**src/rtl/hv_sram_responder.sv**
```systemverilog
// Responder for the hypervector SRAM request/return protocol.
// Read requests arrive on addr/addr_valid/addr_ready. The stored hypervectors
// return in request order on hvout/hvout_valid/hvout_ready. A load port fills
// the memory and always wins over a read in the same cycle.
//
// Ports:
//   clk, rst                      clock, async active-high reset
//   addr, addr_valid, addr_ready  read request channel
//   hvout, hvout_valid, hvout_ready  return channel (hvout is zero when idle)
//   load_addr, load_data, load_valid, load_ready  write channel
//   mem_ce, mem_we, mem_addr, mem_wdata, mem_rdata  single-port SRAM macro
module hv_sram_responder #(
    parameter int unsigned num_entry    = 32,
    parameter int unsigned addr_width   = $clog2(num_entry),
    parameter int unsigned hv_width     = 64,
    parameter int unsigned read_latency = 1,
    parameter int unsigned fifo_depth   = read_latency + 1
) (
    input  logic                  clk,
    input  logic                  rst,
    input  logic [addr_width-1:0] addr,
    input  logic                  addr_valid,
    output logic                  addr_ready,
    output logic [hv_width-1:0]   hvout,
    output logic                  hvout_valid,
    input  logic                  hvout_ready,
    input  logic [addr_width-1:0] load_addr,
    input  logic [hv_width-1:0]   load_data,
    input  logic                  load_valid,
    output logic                  load_ready,
    output logic                  mem_ce,
    output logic                  mem_we,
    output logic [addr_width-1:0] mem_addr,
    output logic [hv_width-1:0]   mem_wdata,
    input  logic [hv_width-1:0]   mem_rdata
);

    localparam int unsigned occ_width = $clog2(fifo_depth + 1);
    localparam int unsigned ptr_width = (fifo_depth > 1) ? $clog2(fifo_depth) : 1;
    localparam logic [occ_width-1:0] occ_max  = occ_width'(fifo_depth);
    localparam logic [ptr_width-1:0] ptr_last = ptr_width'(fifo_depth - 1);

    logic [occ_width-1:0]    occ;
    logic [read_latency-1:0] pipe_valid;
    logic [read_latency-1:0] pipe_zero;
    logic [hv_width-1:0]     fifo_mem [fifo_depth];
    logic [ptr_width-1:0]    wr_ptr;
    logic [ptr_width-1:0]    rd_ptr;
    logic [occ_width-1:0]    fifo_count;

    logic addr_fire;
    logic hvout_fire;
    logic addr_in_range;
    logic load_in_range;
    logic push;
    logic [hv_width-1:0] push_data;

    assign addr_in_range = 32'(addr) < num_entry;
    assign load_in_range = 32'(load_addr) < num_entry;

    // Handshakes; a pop this cycle frees a slot for a new request.
    assign load_ready  = !rst;
    assign addr_ready  = !rst && !load_valid &&
                         ((occ < occ_max) || (hvout_ready && hvout_valid));
    assign addr_fire   = addr_valid && addr_ready;
    assign hvout_valid = (fifo_count != '0);
    assign hvout_fire  = hvout_valid && hvout_ready;
    assign hvout       = hvout_valid ? fifo_mem[rd_ptr] : '0;

    // Macro drive: loads take priority, out-of-range accesses leave the macro idle.
    always_comb begin
        mem_ce    = 1'b0;
        mem_we    = 1'b0;
        mem_addr  = addr;
        mem_wdata = load_data;
        if (!rst && load_valid) begin
            mem_addr = load_addr;
            if (load_in_range) begin
                mem_ce = 1'b1;
                mem_we = 1'b1;
            end
        end else if (addr_fire && addr_in_range) begin
            mem_ce = 1'b1;
        end
    end

    // Outstanding reads: in the pipeline plus held in the return buffer.
    always_ff @(posedge clk or posedge rst) begin
        if (rst) begin
            occ <= '0;
        end else begin
            case ({addr_fire, hvout_fire})
                2'b10:   occ <= occ + 1'b1;
                2'b01:   occ <= occ - 1'b1;
                default: occ <= occ;
            endcase
        end
    end

    // Read pipeline aligned to the macro latency; zero flag marks out-of-range reads.
    always_ff @(posedge clk or posedge rst) begin
        if (rst) begin
            pipe_valid <= '0;
            pipe_zero  <= '0;
        end else begin
            for (int i = read_latency - 1; i > 0; i--) begin
                pipe_valid[i] <= pipe_valid[i-1];
                pipe_zero[i]  <= pipe_zero[i-1];
            end
            pipe_valid[0] <= addr_fire;
            pipe_zero[0]  <= !addr_in_range;
        end
    end

    assign push      = pipe_valid[read_latency-1];
    assign push_data = pipe_zero[read_latency-1] ? '0 : mem_rdata;

    // Return buffer storage; contents are qualified by fifo_count, so no reset.
    always_ff @(posedge clk) begin
        if (push) begin
            fifo_mem[wr_ptr] <= push_data;
        end
    end

    // Return buffer pointers and fill level.
    always_ff @(posedge clk or posedge rst) begin
        if (rst) begin
            wr_ptr     <= '0;
            rd_ptr     <= '0;
            fifo_count <= '0;
        end else begin
            if (push) begin
                wr_ptr <= (wr_ptr == ptr_last) ? '0 : wr_ptr + 1'b1;
            end
            if (hvout_fire) begin
                rd_ptr <= (rd_ptr == ptr_last) ? '0 : rd_ptr + 1'b1;
            end
            case ({push, hvout_fire})
                2'b10:   fifo_count <= fifo_count + 1'b1;
                2'b01:   fifo_count <= fifo_count - 1'b1;
                default: fifo_count <= fifo_count;
            endcase
        end
    end

endmodule

```
**config.mk**
```make
export PLATFORM = sky130hd
export DESIGN_NAME = hv_sram_responder
export DESIGN_NICKNAME = d
export VERILOG_FILES = /design/src/rtl/hv_sram_responder.sv
export SDC_FILE = /design/constraint.sdc
export NUM_CORES = 1
export LEC_CHECK = 0
export CORE_UTILIZATION = 35
export DETAILED_ROUTE_END_ITERATION = 6
export PLACE_DENSITY = 0.7
export SYNTH_ARGS = -nofsm -noshare
export SYNTH_HDL_FRONTEND = slang
export SYNTH_SLANG_ARGS = --single-unit
```
**constraint.sdc**
```tcl
create_clock -name clk -period 4 [get_ports clk]
set_clock_uncertainty 0.05 [all_clocks]
set_input_delay 0.4 -clock clk [delete_from_list [all_inputs] [get_ports clk]]
set_output_delay 0.4 -clock clk [all_outputs]
set_load 0.1 [all_outputs]
```
==> summary.md <==
| Metric | Value |
|---|---|
| Slew Limit Fails | 0 |
| # Post-CTS Setup Buffers | 0 |
| Worst-path fanout max | 43 |
| GPL Wtd Cong | 0.7541 |
| Number of hold buffers added after cts | 0 |
| CTS Buf Count | 17 |
| Rows | 46 |
| DP HPWL | 10200 µm |
| Final Setup Violations | 0 |
| Pin count of the biggest net entering global routing | 65 |
| Nets | 615 |
| TNS Setup | 0 ps |
| DRT Wirelength | 14080 µm |
| Core area | 0.01589 mm² |
| # clock sinks | 135 |
| Yosys reg bits | 135 |
| Sequential area share after synthesis | 70.42% |
| Vias in the first global route | 3311 |
| DR vias | 3152 |
| Die W | 129.7 µm |
| Worst-Margin Slew | 980.9 ps |
| Largest cells by area after synthesis | edfxtp_1 (67%), mux2i_1 (11%), buf_4 (9.2%), nor2_1 (4.5%), dfrtp_1 (3.1%) |
| Starting DRT DRC Count | 110 |
| Main combinational cell family by area after synthesis | multiplexers |
| Syn_area_per_cell | 15.30 µm² |
| Die height | 129.7 µm |
| Fin crit period | 3320 ps |
| Cell area after layout | 0.007412 mm² |
| Skew-Pair Late Insertion Delay | 410 ps |
| Unique masters post-synth | 18 |
| P&R area growth vs syn | 29.88% |
| Hold Slack | 285.4 ps |
| Total die area | 0.01682 mm² |
| Max-Cap Viols | 0 |
| Pre-CTS setup slack | 1115 ps |
| Synth cell count leaders | edfxtp_1 (128), buf_4 (70), nor2_1 (68) |
| Crit path required time | 3550 ps |
| Post-synthesis adder-cell area fraction | 0.4385% |
| Number of synthesized flops with an enable pin | 128 |
| Drt wl/cell | 20.15 µm |
| Fmax | 301.2 MHz |
| Ratio of final minimum period to clock period | 82.99% |
| Async set or reset register ratio after synthesis | 5.185% |
| Top-count cell post-synth | edfxtp_1 |
| Yosys warns | 0 |
| Syn_nets | 518 |
| Drt via density | 4.509 |
| Number of I/O pins | 281 |
| Final global-route overflow total | 0 |
| Simple-gate share of the synthesized area | 4.933% |
| H-tree levels | 4 |
| CP startpoint kind | flop |
| PnR worst setup slack | 680.3 ps |
| I/O Buffers | 152 |
| Drt drc | 0 |
| CTS tree | built |
| Worst setup path class | reg -> out |
| Fill count | 1409 |
| First-pass GRT wire length | 19680 µm |
| Slew HR | 34.40% |
| Share of post-route cells with drive strength above 1 | 20.29% |
| Worst Setup End Kind | output pin |
| Post-Synthesis Cell Area | 0.005707 mm² |
| Post-route ant nets | 0 |
| Post-synthesis compound-gate area fraction | 0.5262% |
| Outcome | complete, no violations |
| Number of antenna violations at the first check in global routing | 1 |
| RSZ-0062 raised after global routing | no |
| Portion of netlist area occupied by mux cells | 12.21% |
| Gate count of the mapped netlist | 373 |
| Placed Area | 0.006873 mm² |
| Main synth FF type | edfxtp_1 |
| Xor/xnor share of the synthesized area | 1.228% |
| Fin. Hold Viols | 0 |
| Yosys top cell by area | edfxtp_1 |
| Worst-case clock buffer depth | 2 |
| Data arrival, critical path | 2870 ps |
| Diode count | 0 |
| Total global-route track usage | 16.64% |
| Hold Crit Class | in -> async |
| TritonRoute pass-1 iters | 4 |
| Post-cts resize count | 0 |
| Top-area cell type share of the netlist area | 67.35% |
| Clock Tree Root | clkbuf_16 |
| Starting density of the core | 35.92% |
| Worst-path clk slew | 60 ps |
-- layout by cell type (no fill, tap or decap), types with 6 or more instances in the layout --
cell type        instances
edfxtp_1               128
clkdlybuf4s50_1        101
nor2_1                  66
mux2i_1                 64
buf_4                   55
clkbuf_16               17
clkinv_2                 6
dfrtp_1                  6
-- layout make-up --
class / count / area (µm²) / share of cell area, %
Sequential cell: 135 / 4023 / 54.27
Timing Repair Buffer: 157 / 1444 / 19.48
Multi-Input combinational cell: 155 / 1121 / 15.12
Clock buffer: 17 / 425.4 / 5.739
Tap cell: 216 / 270.3 / 3.646
Clock inverter: 15 / 113.9 / 1.536
Inverter: 4 / 15.01 / 0.2026
-- per-stage QoR --
step                      cells  utilization (%)
after floorplan             373                -
after global placement      667            43.27
after detailed placement    667            43.27
after CTS                   699            46.66
after global routing        699            46.66
final                       699            46.66
-- sequential cells by signal, summed over array words and instances, names as in the netlist --
name / flops
fifo_mem: 128
fifo_count: 2
occ: 2
pipe_valid: 1
rd_ptr: 1
wr_ptr: 1
-- layer usage --
| metal | track usage (%) | vias up | part of all wire [%] |
|---|---|---|---|
| li1 | - | 1459 | - |
| met3 | 8.979 | 27 | 12 |
| met1 | 16.16 | 1495 | 33 |
| met2 | 28.88 | 169 | 52 |
| met4 | 7.729 | 2 | 2.9 |
| met5 | 0.5882 | - | 0.12 |
-- worst max-delay path: stages (launching register included) --
cell and delay, ps:
dfrtp_4 950, mux2i_1 210, nor2_1 140, clkdlybuf4s50_1 1150
-- final timing paths --
path / start / to / slack, ps / depth (start not counted)
worst max-delay path: rd_ptr / hvout[38] / 680 / 3
worst min-delay path: rst / fifo_count[1] / 290 / 2
worst max register to register: pipe_valid / fifo_mem[0][62] / 2140 / 3
worst min register to register: occ[0] / occ[0] / 440 / 1
max in group asynchronous: rst / rd_ptr / 3330 / 2
min in group clk: occ[0] / occ[0] / 440 / 1
-- logic make-up (layout without fill, tap and decap cells) --
kind of cell	after synthesis	in the layout
adder cells (fa/ha/maj)	2	2
multiplexers	69	69
AO/OA/AOI/OAI	3	3
buffers and inverters	83	193
flip-flops	135	135
XOR/XNOR	8	8
AND/OR/NAND/NOR	73	73
Power is not shown: default switching activity piles up to over one toggle a cycle in this logic, so the estimate is an artifact.
